## src/rtl/core_seq_ctrl_pkg.sv

```systemverilog
// Shared types and constants for the multi-cycle core sequencer.
package core_seq_ctrl_pkg;

    // Address bit that separates RAM (1) from device space (0).
    localparam int DEV_ADDR_BIT = 31;

    // Encodings are fixed so external debug tooling can decode the state.
    typedef enum logic [2:0] {
        S_IDLE  = 3'd0,
        S_FETCH = 3'd1,
        S_EXEC  = 3'd2,
        S_MEM   = 3'd3,
        S_WB    = 3'd4,
        S_HALT  = 3'd5
    } ctrl_state_t;

    // A memory access is a device access when the RAM-select bit is clear.
    function automatic logic is_dev_access(input logic ram_bit, input logic mem_op);
        return ~ram_bit & mem_op;
    endfunction

endpackage

```

## src/rtl/core_seq_ctrl_if.sv

```systemverilog
// Instruction-bus and data-bus valid/data_ok handshakes between the
// sequencer (master) and the memory side (slave).
interface core_seq_ctrl_if;
    logic ireq_valid;
    logic iresp_data_ok;
    logic dreq_valid;
    logic dresp_data_ok;

    modport master (
        output ireq_valid,
        output dreq_valid,
        input  iresp_data_ok,
        input  dresp_data_ok
    );

    modport slave (
        input  ireq_valid,
        input  dreq_valid,
        output iresp_data_ok,
        output dresp_data_ok
    );
endinterface

```

## src/rtl/core_seq_ctrl_seq_counter.sv

```systemverilog
// Free-running enabled counter with asynchronous clear and a synchronous
// preload; wraps modulo 2^CNT_W.
module seq_counter #(
    parameter int CNT_W = 64
) (
    input  logic             clk,
    input  logic             reset,
    input  logic             en,
    input  logic             load,
    input  logic [CNT_W-1:0] load_val,
    output logic [CNT_W-1:0] q
);

    localparam logic [CNT_W-1:0] ONE = {{(CNT_W-1){1'b0}}, 1'b1};

    // Count register: preload wins over increment.
    // NOTE: state registers use non-blocking (<=) so every flop samples pre-edge values.
    always_ff @(posedge clk or posedge reset) begin
        if (reset)
            q <= '0;
        else if (load)
            q <= load_val;
        else if (en)
            q <= q + ONE;
    end

endmodule

```

## src/rtl/core_seq_ctrl.sv

```systemverilog
// Multi-cycle sequencer: FETCH -> EXEC -> (MEM) -> WB per instruction,
// owning the bus valids, datapath write enables and commit/trap/counter
// signals for the difftest hooks.
module core_seq_ctrl
    import core_seq_ctrl_pkg::*;
#(
    parameter int XLEN  = 64,
    parameter int CNT_W = 64
) (
    input  logic             clk,
    input  logic             reset,
    core_seq_ctrl_if.master  bus,
    input  logic [XLEN-1:0]  pc_i,
    input  logic [XLEN-1:0]  mem_addr_i,
    input  logic             dec_mem_rd,
    input  logic             dec_mem_wr,
    input  logic             dec_reg_wr,
    input  logic             dec_halt,
    output logic             ir_we,
    output logic             pc_we,
    output logic             rf_we,
    output logic             commit_valid,
    output logic [XLEN-1:0]  commit_pc,
    output logic             commit_skip,
    output logic             trap_valid,
    output logic [CNT_W-1:0] cycle_cnt,
    output logic [CNT_W-1:0] instr_cnt
);

    ctrl_state_t state;
    ctrl_state_t state_next;
    logic        mem_q;
    logic        reg_wr_q;
    logic        skip_q;
    logic        trap_done;
    logic        unused_addr_bits;

    // Only the RAM-select bit of the address matters here.
    assign unused_addr_bits = ^{mem_addr_i[XLEN-1:DEV_ADDR_BIT+1],
                                mem_addr_i[DEV_ADDR_BIT-1:0]};

    // State register.
    always_ff @(posedge clk or posedge reset) begin
        if (reset)
            state <= S_IDLE;
        else
            state <= state_next;
    end

    // Next-state logic; halt outranks a memory op decoded alongside it.
    // NOTE: default assignment first so no path leaves state_next unassigned (no latch).
    always_comb begin
        state_next = state;
        case (state)
            S_IDLE:  state_next = S_FETCH;
            S_FETCH: if (bus.iresp_data_ok) state_next = S_EXEC;
            S_EXEC: begin
                if (dec_halt)
                    state_next = S_HALT;
                else if (dec_mem_rd || dec_mem_wr)
                    state_next = S_MEM;
                else
                    state_next = S_WB;
            end
            S_MEM:   if (bus.dresp_data_ok) state_next = S_WB;
            S_WB:    state_next = S_FETCH;
            S_HALT:  state_next = S_HALT;
            default: state_next = S_IDLE;
        endcase
    end

    // Decode results captured in EXEC so WB does not depend on the decoder.
    always_ff @(posedge clk or posedge reset) begin
        if (reset) begin
            mem_q    <= 1'b0;
            reg_wr_q <= 1'b0;
            skip_q   <= 1'b0;
        end else if (state == S_EXEC) begin
            mem_q    <= dec_mem_rd | dec_mem_wr;
            reg_wr_q <= dec_reg_wr;
            skip_q   <= is_dev_access(mem_addr_i[DEV_ADDR_BIT], dec_mem_rd | dec_mem_wr);
        end
    end

    // PC captured on entry to WB so it is stable while the PC advances.
    always_ff @(posedge clk or posedge reset) begin
        if (reset)
            commit_pc <= '0;
        else if (state_next == S_WB && state != S_WB)
            commit_pc <= pc_i;
    end

    // Marks that the one-cycle trap pulse has been issued.
    always_ff @(posedge clk or posedge reset) begin
        if (reset)
            trap_done <= 1'b0;
        else if (state == S_HALT)
            trap_done <= 1'b1;
    end

    assign bus.ireq_valid = (state == S_FETCH);
    assign bus.dreq_valid = (state == S_MEM);
    assign ir_we          = (state == S_FETCH) & bus.iresp_data_ok;
    assign pc_we          = (state == S_WB);
    assign rf_we          = (state == S_WB) & reg_wr_q;
    assign commit_valid   = (state == S_WB);
    assign commit_skip    = (state == S_WB) & skip_q & mem_q;
    assign trap_valid     = (state == S_HALT) & ~trap_done;

    seq_counter #(.CNT_W(CNT_W)) u_cycle_cnt (
        .clk      (clk),
        .reset    (reset),
        .en       (1'b1),
        .load     (1'b0),
        .load_val ('0),
        .q        (cycle_cnt)
    );

    seq_counter #(.CNT_W(CNT_W)) u_instr_cnt (
        .clk      (clk),
        .reset    (reset),
        .en       (commit_valid),
        .load     (1'b0),
        .load_val ('0),
        .q        (instr_cnt)
    );

endmodule

```

## src/flat_wrapper.sv

```systemverilog
// flat-port wrapper written by rule: the top's interface ports become plain ports
module core_seq_ctrl_flat import core_seq_ctrl_pkg::*;
#(
    parameter int XLEN  = 64,
    parameter int CNT_W = 64
)
  (clk, reset, pc_i, mem_addr_i, dec_mem_rd, dec_mem_wr, dec_reg_wr, dec_halt, ir_we, pc_we, rf_we, commit_valid, commit_pc, commit_skip, trap_valid, cycle_cnt, instr_cnt, bus_ireq_valid, bus_dreq_valid, bus_iresp_data_ok, bus_dresp_data_ok);
  core_seq_ctrl_if bus_i ();
  input  logic clk;
  input  logic reset;
  input  logic [XLEN-1:0] pc_i;
  input  logic [XLEN-1:0] mem_addr_i;
  input  logic dec_mem_rd;
  input  logic dec_mem_wr;
  input  logic dec_reg_wr;
  input  logic dec_halt;
  output logic ir_we;
  output logic pc_we;
  output logic rf_we;
  output logic commit_valid;
  output logic [XLEN-1:0] commit_pc;
  output logic commit_skip;
  output logic trap_valid;
  output logic [CNT_W-1:0] cycle_cnt;
  output logic [CNT_W-1:0] instr_cnt;
  output wire logic [$bits(bus_i.ireq_valid)-1:0] bus_ireq_valid;
  output wire logic [$bits(bus_i.dreq_valid)-1:0] bus_dreq_valid;
  input wire logic [$bits(bus_i.iresp_data_ok)-1:0] bus_iresp_data_ok;
  input wire logic [$bits(bus_i.dresp_data_ok)-1:0] bus_dresp_data_ok;
  assign bus_ireq_valid = bus_i.ireq_valid;
  assign bus_dreq_valid = bus_i.dreq_valid;
  assign bus_i.iresp_data_ok = bus_iresp_data_ok;
  assign bus_i.dresp_data_ok = bus_dresp_data_ok;
  core_seq_ctrl #(.XLEN(XLEN), .CNT_W(CNT_W)) u_core (.clk(clk), .reset(reset), .bus(bus_i), .pc_i(pc_i), .mem_addr_i(mem_addr_i), .dec_mem_rd(dec_mem_rd), .dec_mem_wr(dec_mem_wr), .dec_reg_wr(dec_reg_wr), .dec_halt(dec_halt), .ir_we(ir_we), .pc_we(pc_we), .rf_we(rf_we), .commit_valid(commit_valid), .commit_pc(commit_pc), .commit_skip(commit_skip), .trap_valid(trap_valid), .cycle_cnt(cycle_cnt), .instr_cnt(instr_cnt));
endmodule
```

## config.mk

```make
export PLATFORM = sky130hd
export DESIGN_NAME = core_seq_ctrl_flat
export DESIGN_NICKNAME = d
export VERILOG_FILES = /design/src/rtl/core_seq_ctrl_pkg.sv /design/src/rtl/core_seq_ctrl_if.sv /design/src/rtl/core_seq_ctrl_seq_counter.sv /design/src/rtl/core_seq_ctrl.sv /design/src/flat_wrapper.sv
export SDC_FILE = /design/constraint.sdc
export NUM_CORES = 1
export LEC_CHECK = 0
export CAP_MARGIN = 40
export CORE_MARGIN = 4
export CORE_UTILIZATION = 45
export DETAILED_ROUTE_END_ITERATION = 10
export GPL_ROUTABILITY_DRIVEN = 0
export HOLD_SLACK_MARGIN = 0.03
export PLACE_DENSITY_LB_ADDON = 0.25
export SLEW_MARGIN = 20
export SYNTH_ARGS = -nofsm -noshare
export SYNTH_HDL_FRONTEND = slang
export SYNTH_SLANG_ARGS = --single-unit
export TNS_END_PERCENT = 100
```

## constraint.sdc

```tcl
create_clock -name clk -period 11.35 [get_ports clk]
set_clock_uncertainty 0.05 [all_clocks]
set_input_delay 1.135 -clock clk [delete_from_list [all_inputs] [get_ports clk]]
set_output_delay 1.135 -clock clk [all_outputs]
set_load 0.02 [all_outputs]
```

Yosys cells after proc, flatten, opt, wreduce, memory -nomap -nowiden. Cells that the tools add are included. W data, S select, Z words.

Output and inout port bits: 200. Bits in registers: 199. Logic and storage cells: 35. Input port bits: 136.

Eq/ne operators: 7. Reductions and logical operators: 4. Mux-type cells: 5. Add/sub/neg operators: 2. Bitwise operators: 9.

Operator list (count): $add A64 B1 Y64 const B (2); $pmux W3 S5 (1); $mux W3 (4); $eq A3 B3 Y1 const B (3); $and A1 B1 Y1 (6); $eq A3 B2 Y1 const B (2); $eq A3 B1 Y1 const B (1); $logic_not A3 Y1 (1); $ne A3 B3 Y1 const B (1); $not A1 Y1 (2); $reduce_or A2 Y1 (1); $logic_and A1 B1 Y1 (1); $logic_or A1 B1 Y1 (1); $or A1 B1 Y1 (1).

Logic depth before layout (Yosys ltp). Gate-level depths: netlist of the first run.

Depth after elaboration: 6. Depth in mapped cells: 8.

Modules after synthesis. From an unflattened synthesis of the first run, not the netlist that was laid out.

Cells, all modules: 1058. Area total of the unflattened synthesis: 10623.9 um2.

Modules (own cells, without submodules): seq_counter (area each 3767.4 um2, sequential area each 1601.5 um2, times used 2, cells an instance 440); core_seq_ctrl (area each 3089.2 um2, sequential area each 1776.7 um2, times used 1, cells an instance 178).

Least setup slack after synthesis of the first run. No wires, ideal clock.

Path type: reg-to-output. From: register u_core.state[1]. To: output commit_skip. Path buffers: 1. Arrival time: 1776 ps. Setup slack: 8389 ps. Stages on the path, launching flop included: 4. Data required time: 10165 ps. Path through: dfrtp_1 > buf_2 > nor3b_1 > and3_1.

Cells in the longest elaborated chain, start to end: 3.

RTL lines: from (decl) (RTL line core_seq_ctrl.sv:30) `ctrl_state_t state;`; from (signal assigned) (RTL line core_seq_ctrl.sv:47) `state <= state_next;`; $eq A3 B3 Y1; named net commit_valid (RTL line flat_wrapper.sv:20) `output logic commit_valid;`; $and A1 B1 Y1 (2 in a row) (RTL line core_seq_ctrl.sv:107) `assign commit_skip = (state == S_WB) & skip_q & mem_q;`; to (decl) (RTL line flat_wrapper.sv:22) `output logic commit_skip;`.

The timed path passes the listed nets, and every way through them passes these cells.

Worst setup path in the final report of the first run.
From: input bus_iresp_data_ok. To: output ir_we.

Cells in the longest elaborated chain, start to end: 1.

RTL lines: from (decl) (RTL line flat_wrapper.sv:28) `input wire logic [$bits(bus_i.iresp_data_ok)-1:0] bus_iresp_data_ok;`; $and A1 B1 Y1 (RTL line core_seq_ctrl.sv:103) `assign ir_we = (state == S_FETCH) & bus.iresp_data_ok;`; to (decl) (RTL line flat_wrapper.sv:17) `output logic ir_we;`.

Every way passes these cells.

==> flow_metrics.tcl, run 1 <==
set metrics [dict create \
    hold_viol_final 0 \
    max-vdd-ir-drop_mv 0.101 \
    ys.flop_type "dfrtp_1" \
    cts_setup_buffers 0 \
    hold_start "u_core.u_instr_cnt.q[63]$_DFFE_PP0N_" \
    antenna_found_initial 3 \
    yosysMostFrequentCell "dfrtp_1" \
    rr_worst_depth 5 \
    maxSlewViolCount 0 \
    ys_seq_area_share_pct 57.9 \
    seq_power_share_pct 53.9 \
    vias_per_cell 5.21 \
    cts_buffers 17 \
    period_needed_ps 3680 \
    synthArstFlopShare_pct 100 \
    grt_max_degree 121 \
    synth_area_per_cell_um2 12.0 \
    ant_nets 0 \
    wirelength_um 21600 \
    crit_path_end_kind "primary output" \
    avgRoutedWirePerCell_um 17.4 \
    min_period_over_period_pct 32.4 \
    synth_commonest_cells "199 x dfrtp_1, 72 x xnor2_1, 67 x mux2_2" \
    die_w_um 146 \
    synth_area_leaders "dfrtp_1 58%, mux2_2 8.8%, xnor2_1 7.3%" \
    worstSetupStartpoint "bus_iresp_data_ok" \
    ys_ff_latch 199 \
    die-height_um 146 \
    diodes 0 \
    ctsResizeCount 0 \
    yosysTopAreaCell "dfrtp_1" \
    synth.distinct_cells 35 \
    synth.net_count 857 \
    grt_pass1_wl_um 35500 \
    grt_overflow 0 \
    relSlewSlack_pct 52.2 \
    cap_violations 0 \
    first_pass_iters 4 \
    n_fill_cell 1482 \
    die-area_um2 21400 \
    finish.net_count 1135 \
    hold_end "u_core.u_instr_cnt.q[63]$_DFFE_PP0N_" \
    clkPwrFrac_pct 42.9 \
    finalSetupViolCount 0 \
    critical_path_class "primary input to primary output" \
    p_sw_mw 0.286 \
    postSynthCellCount 719 \
    fmax_mhz 272 \
    syn_area_um2 8610 \
    drive_gt1_share_pct 12.1 \
    drt_first_iter_violations 260 \
    root_buffer "clkbuf_16" \
    postLayoutCellArea_um2 12200 \
    grtUsageTotal_pct 20.4 \
    power-per-cell-area_nw_per_um2 108 \
    r2r-start "u_core.u_instr_cnt.q[18]$_DFFE_PP0N_" \
    grt_pass1_vias 6769 \
    tritoncts "done" \
    cts_max_path_buffers 2 \
    tns_ps 0 \
    hold_slack_ps 422 \
    cp_data_arrival_time_ps 2500 \
    rrSetupSlack_ps 8960 \
    syn_to_final_growth_pct 41.5 \
    rsz0062_at_grt "no" \
    worst-path-max-fanout 2 \
    status "complete, no violations" \
    internal_power_mw 1.03 \
    start_util_pct 45.9 \
    comb_power_share_pct 3.2 \
    place_area_um2 11600 \
    hold_class "flip-flop to flip-flop" \
    portBuffers 272 \
    ys_warn_count 0 \
    cts.sinks 199 \
    clock_latency_ps 420 \
    dpl.hpwl_um 15800 \
    timing.rr.end "u_core.u_instr_cnt.q[59]$_DFFE_PP0N_" \
    vias 6479 \
    ctsHtreeMaxLevel 4 \
    drc 0 \
    std_cell_rows 50 \
    leakage_nw 5.39 \
    crit_path_start_kind "primary input" \
    crit_required_ps 10170 \
    coreArea_um2 18800 \
    hold_buffers 0 \
    yosysTopAreaCellShare_pct 57.9 \
    synth_edf_count 0 \
    swShare_pct 21.8 \
    path_clk_slew_ps 70 \
    hold_depth 1 \
    ios 336 \
    worst_slew_pin_slew_ps 711 \
]
==> placed cells by master, fill, tap and decap left out, drive strengths merged, types with 20 or more instances in the layout <==
cell | synthesis | routed
nand3 | 50 | 50
clkdlybuf4s50 | 0 | 272
nor3 | 34 | 34
nand4 | 39 | 39
xnor2 | 72 | 72
mux2 | 67 | 67
xor2 | 53 | 53
clkbuf | 3 | 20
inv | 18 | 23
dfrtp | 199 | 199
nor2 | 44 | 44
nor4 | 22 | 22
nand2 | 52 | 52
==> cell type report <==
class	count	area, µm²	share of cell area [%]
inverters	18	75.1	0.616
clock inverters	12	91.3	0.750
repair buffers	278	2830	23.2
clock buffers	20	457	3.75
flip-flops and latches	199	4980	40.9
well taps	234	293	2.40
multi-input cells	483	3460	28.4
==> worst max-delay path, stage by stage <==
cell and delay [ps]:
clkdlybuf4s50_1 490, nand2b_1 80, nor3_1 150, clkdlybuf4s50_1 650
==> registers in the layout, indices dropped and copies added, names as in the netlist <==
register,cells
u_core.u_cycle_cnt.q,64
u_core.trap_done,1
u_core.state,3
u_core.reg_wr_q,1
u_core.commit_pc,64
u_core.u_instr_cnt.q,64
u_core.skip_q,1
u_core.mem_q,1
==> stage by stage <==
| stage | cells | utilization (%) | total power [mW] | worst slack, ps |
|---|---|---|---|---|
| floorplan | 719 | - | 0.734 | 4740 |
| global placement | 1208 | 61.5 | 0.763 | 7690 |
| detailed placement | 1210 | 61.7 | 0.765 | 7670 |
| CTS | 1242 | 64.6 | 1.33 | 7670 |
| global route | 1244 | 64.9 | 1.37 | 7630 |
| finish | 1244 | 64.9 | 1.32 | 7670 |
==> cells by family after synthesis <==
| kind of cell | count (synthesis) | synth area share [%] |
|---|---|---|
| flops | 199 | 57.9 |
| buf+inv | 37 | 2.08 |
| fa+ha+maj | 2 | 0.291 |
| compound gates | 7 | 0.494 |
| xor+xnor | 125 | 12.7 |
| mux | 67 | 8.77 |
| simple gates | 282 | 17.8 |
==> routing by layer <==
metal	vias to the layer above	wire length, µm	part of all wire (%)	track usage [%]
li1	3060	-	-	-
met3	31	1950	9.0	8.72
met1	3178	9220	43	25.8
met4	6	350	1.6	5.64
met2	204	10100	47	32.4
met5	-	42	0.19	0
==> worst max path at each step <==
stage	endpoint	slack (ps)
floorplan	u_core.commit_pc[0]$_DFFE_PP0P_	4740
global placement	ir_we	7690
detailed placement	ir_we	7670
CTS	ir_we	7670
global route	ir_we	7630
finish	ir_we	7670
==> power by group through the flow <==
stage	combinational (mW)	sequential, mW	clock [mW]
after floorplan	0.0110	0.723	0
after detailed placement	0.0423	0.722	0
after CTS	0.0426	0.709	0.580
after global routing	0.0472	0.708	0.611
after global placement	0.0407	0.722	0
final	0.0422	0.709	0.564
No activity file was read; power rests on OpenSTA's default activity.
==> run 2: changes to the inputs <==
--- a/config.mk
+++ b/config.mk
@@ -7,7 +7,7 @@
 export LEC_CHECK = 0
 export CAP_MARGIN = 40
 export CORE_MARGIN = 4
-export CORE_UTILIZATION = 45
+export CORE_UTILIZATION = 40
 export DETAILED_ROUTE_END_ITERATION = 10
 export GPL_ROUTABILITY_DRIVEN = 0
 export HOLD_SLACK_MARGIN = 0.03
==> constraint.sdc (replaced) <==
create_clock -name clk -period 3.1 [get_ports clk]
set_clock_uncertainty 0.05 [all_clocks]
set_input_delay 0.31 -clock clk [delete_from_list [all_inputs] [get_ports clk]]
set_output_delay 0.31 -clock clk [all_outputs]
set_load 0.02 [all_outputs]
==> flow_metrics.tcl, run 2 (synthesis results as in run 1) <==
set metrics [dict create \
    tns_ps 0 \
    crit_path_start_kind "flip-flop" \
    relSlewSlack_pct 50.2 \
    min_period_over_period_pct 82.4 \
    period_needed_ps 2550 \
    hold_buffers 0 \
    grt_pass1_vias 6696 \
    die_w_um 155 \
    ant_nets 0 \
    r2r-start "u_core.u_cycle_cnt.q[5]$_DFF_PP0_" \
    worst-path-max-fanout 11 \
    clock_latency_ps 420 \
    wirelength_um 21600 \
    cts_setup_buffers 0 \
    path_clk_slew_ps 70 \
    ctsHtreeMaxLevel 4 \
    antenna_found_initial 0 \
    cap_violations 0 \
    grt_overflow 0 \
    status "complete, no violations" \
    drc 0 \
    final_common_cell "clkdlybuf4s50_1" \
    coreArea_um2 21100 \
    vias 6430 \
    finish.net_count 1134 \
    place_area_um2 11700 \
    routedLengthMet1_um 9360 \
    largestRegisters "u_core.commit_pc: 64 flops, u_core.u_cycle_cnt.q: 64 flops, u_core.u_instr_cnt.q: 64 flops" \
    wl_met2_um 10500 \
    grt_pass1_wl_um 35700 \
    final_cell_mix "272 x clkdlybuf4s50_1, 199 x dfrtp_1, 72 x xnor2_1" \
    top_layer_used "met4" \
    cts_buffers 17 \
    die-height_um 155 \
    start_util_pct 40.8 \
    first_pass_iters 4 \
    n_fill_cell 1803 \
    fin_ws_ps 547 \
    diodes 0 \
    drt_first_iter_violations 304 \
    drive_gt1_share_pct 11.8 \
    portBuffers 272 \
    maxSlewViolCount 0 \
    wl_met3_um 1360 \
    hold_class "primary input to asynchronous set/reset pin" \
    syn_to_final_growth_pct 42.2 \
    worstSetupStartpoint "u_core.state[1]$_DFF_PP0_" \
    cts.sinks 199 \
    grtUsageTotal_pct 18.3 \
    critical_path_class "flip-flop to primary output" \
    ctsResizeCount 0 \
    dp_slack_ps 589 \
    leakage_nw 5.37 \
    power_mw 4.98 \
    crit_path_end_kind "primary output" \
    finalSetupViolCount 0 \
    root_buffer "clkbuf_16" \
    rsz0062_at_grt "no" \
    max-vdd-ir-drop_mv 0.334 \
    cp_data_arrival_time_ps 2190 \
    grt_max_degree 103 \
    die-area_um2 23900 \
    avgRoutedWirePerCell_um 16.8 \
    postLayoutCellArea_um2 12200 \
    crit_required_ps 2740 \
    power-per-cell-area_nw_per_um2 406 \
    dpl.hpwl_um 15800 \
    cts_max_path_buffers 2 \
    vias_per_cell 5.01 \
    hold_viol_final 0 \
    ios 336 \
    worst_slew_pin_slew_ps 741 \
    std_cell_rows 53 \
    tritoncts "done" \
    fmax_mhz 392 \
]
[run 2: power by group]
| group | internal (mW) | leakage, nW | switching [mW] | total, mW |
|---|---|---|---|---|
| clock network | 1.23 | 0.279 | 1.00 | 2.23 |
| logic | 0.0852 | 2.35 | 0.0639 | 0.149 |
| registers | 2.59 | 2.75 | 0 | 2.59 |
| total | 3.91 | 5.37 | 1.07 | 4.98 |
[run 2: area by class of cell]
class	count	area [µm²]	share of cell area, %
Multi-Input combinational cell	483	3460	28.3
Timing Repair Buffer	277	2800	22.9
Clock buffer	20	447	3.65
Tap cell	275	344	2.81
Sequential cell	199	4980	40.7
Inverter	18	71.3	0.583
Clock inverter	11	143	1.17
[run 2: critical path: stages (launching register included)]
cell and delay (ps):
dfrtp_1 490, nor3b_1 430, buf_4 220, clkdlybuf4s50_1 630
[run 2: final timing paths]
path                                                             end  slack [ps]  depth (start not counted)
worst max-delay path                                           pc_we         550                          3
min in group clk                u_core.u_instr_cnt.q[63]$_DFFE_PP0N_         420                          1
worst min-delay path              u_core.u_cycle_cnt.q[58]$_DFF_PP0_         360                          3
worst min register to register  u_core.u_instr_cnt.q[63]$_DFFE_PP0N_         420                          1
max in group asynchronous           u_core.commit_pc[36]$_DFFE_PP0P_        2170                          3
worst max register to register    u_core.u_cycle_cnt.q[46]$_DFF_PP0_         680                          5
[run 2: metrics by stage]
step                instances  hold WS [ps]  util (%)
global route             1283           414      58.0
global placement         1252           400      55.3
finish                   1283           355      58.0
detailed placement       1252           403      55.3
floorplan                 719           385         -
CTS                      1283           389      58.0
[run 2: routing by layer]
| layer | vias to the layer above | track usage (%) |
|---|---|---|
| met5 | - | 0 |
| met1 | 3191 | 23.7 |
| met2 | 171 | 30.3 |
| met4 | 0 | 4.88 |
| li1 | 3048 | - |
| met3 | 20 | 5.43 |
==> run 3: changes to the inputs <==
==> constraint.sdc (replaced) <==
create_clock -name clk -period 2.27 [get_ports clk]
set_clock_uncertainty 0.05 [all_clocks]
set_input_delay 0.227 -clock clk [delete_from_list [all_inputs] [get_ports clk]]
set_output_delay 0.227 -clock clk [all_outputs]
set_load 0.02 [all_outputs]
==> flow_metrics.tcl, run 3 (synthesis results as in run 1) <==
set metrics [dict create \
    r2r-start "u_core.u_cycle_cnt.q[1]$_DFF_PP0_" \
    slowest_stage "clkdlybuf4s50_1" \
    final_cell_mix "268 x clkdlybuf4s50_1, 198 x dfrtp_1, 72 x xnor2_1" \
    critical_path_class "flip-flop to primary output" \
    grt_pass1_vias 6689 \
    leakage_nw 5.62 \
    cts_buffers 17 \
    rr_worst_depth 6 \
    ios 336 \
    hold_class "primary input to asynchronous set/reset pin" \
    grt_max_degree 104 \
    die-area_um2 23900 \
    rrSetupSlack_ps 190 \
    vias 6564 \
    worst-path-max-fanout 8 \
    hold_viol_final 0 \
    path_clk_slew_ps 70 \
    start_util_pct 40.8 \
    cts.sinks 199 \
    dpl.hpwl_um 16200 \
    ant_nets 0 \
    first_pass_iters 5 \
    tritoncts "done" \
    finish.net_count 1166 \
    post-place-cells 1282 \
    clock_latency_ps 430 \
    ctsHtreeMaxLevel 4 \
    root_buffer "clkbuf_16" \
    diodes 0 \
    cp_cell_sequence "nand2b_1 -> nor3_1 -> clkdlybuf4s50_1" \
    crit_path_start_kind "flip-flop" \
    max-vdd-ir-drop_mv 0.462 \
    drive_gt1_share_pct 15.2 \
    grtUsageTotal_pct 18.5 \
    min_period_over_period_pct 95.0 \
    cp_data_arrival_time_ps 1880 \
    crit_required_ps 1990 \
    tns_ps 0 \
    avgRoutedWirePerCell_um 16.6 \
    vias_per_cell 5.00 \
    drt_first_iter_violations 206 \
    cap_violations 0 \
    maxSlewViolCount 0 \
    grt_overflow 0 \
    power-per-cell-area_nw_per_um2 545 \
    fin_cells 1314 \
    final_common_cell "clkdlybuf4s50_1" \
    timing.rr.end "u_core.u_cycle_cnt.q[48]$_DFF_PP0_" \
    std_cell_rows 53 \
    largestRegisters "u_core.commit_pc: 64 flops, u_core.u_cycle_cnt.q: 64 flops, u_core.u_instr_cnt.q: 64 flops" \
    finalSetupViolCount 0 \
    rsz0062_at_grt "no" \
    relSlewSlack_pct 59.2 \
    endpoint "ir_we" \
    grt_pass1_wl_um 35800 \
    period_needed_ps 2160 \
    cts_max_path_buffers 2 \
    coreArea_um2 21100 \
    antenna_found_initial 0 \
    die-height_um 155 \
    crit_path_end_kind "primary output" \
    worst_slew_pin_slew_ps 606 \
    syn_to_final_growth_pct 45.9 \
    wirelength_um 21800 \
    worstSetupStartpoint "u_core.state[2]$_DFF_PP0_" \
    max_stage_delay_ps 650 \
    fmax_mhz 464 \
    die_w_um 155 \
    portBuffers 272 \
    drc 0 \
    status "complete, no violations" \
]
-- run 3: critical path, delay by kind of cell, from the launching register on --
kind                   cells  cell delay (ps)
buffers and inverters      1              650
DFF                        1              450
and+or+nand+nor            2              360
-- run 3: per-stage QoR --
stage / worst slack [ps] / area, µm² / utilization (%) / hold slack (ps) / power [mW]
2_1_floorplan: -581 / 8610 / - / 329 / 3.67
5_1_grt: 9.11 / 12600 / 59.5 / 319 / 7.12
3_3_place_gp: 28.1 / 11900 / 56.4 / 400 / 3.82
4_1_cts: 12.7 / 12500 / 59.3 / 311 / 6.94
3_5_place_dp: -11.2 / 11900 / 56.4 / 403 / 3.82
6_report: 115 / 12600 / 59.5 / 267 / 6.85
-- run 3: timing repair --
action / in CTS / in global routing
hold buffers: 0 / 0
setup buffers: 0 / 2
pin swaps: 0 / 2
resized for setup: 3 / 10
setup endpoints to repair: 3 / 32
-- run 3: metal layers --
layer	vias up	GRT usage, %	wire length [µm]
li1	3121	-	-
met3	18	5.71	1480
met2	185	29.6	10500
met4	0	4.75	247
met1	3240	24.5	9500
met5	-	0	0
-- run 3: how the worst min path moves through the flow --
stage | to | slack [ps] | cells after the start
floorplan | u_core.commit_pc[0]$_DFFE_PP0P_ | 330 | 1
global placement | u_core.trap_done$_DFFE_PP0N_ | 400 | 1
detailed placement | u_core.trap_done$_DFFE_PP0N_ | 400 | 1
CTS | u_core.u_cycle_cnt.q[63]$_DFF_PP0_ | 310 | 3
global route | u_core.u_cycle_cnt.q[60]$_DFF_PP0_ | 320 | 3
finish | u_core.u_cycle_cnt.q[59]$_DFF_PP0_ | 270 | 3
-- run 3: final cells by class --
| type | count | area [µm²] |
|---|---|---|
| clock inverters | 12 | 170 |
| clock buffers | 18 | 429 |
| multi-input cells | 483 | 3490 |
| flip-flops and latches | 199 | 4980 |
| repair buffers | 309 | 3070 |
| well taps | 275 | 344 |
| fillers | 1746 | 8530 |
| inverters | 18 | 71.3 |
-- run 3: power by group --
group	internal, mW	switching [mW]	leakage, nW
Sequential	3.54	0	2.75
Combinational	0.117	0.0870	2.60
Clock	1.75	1.35	0.276
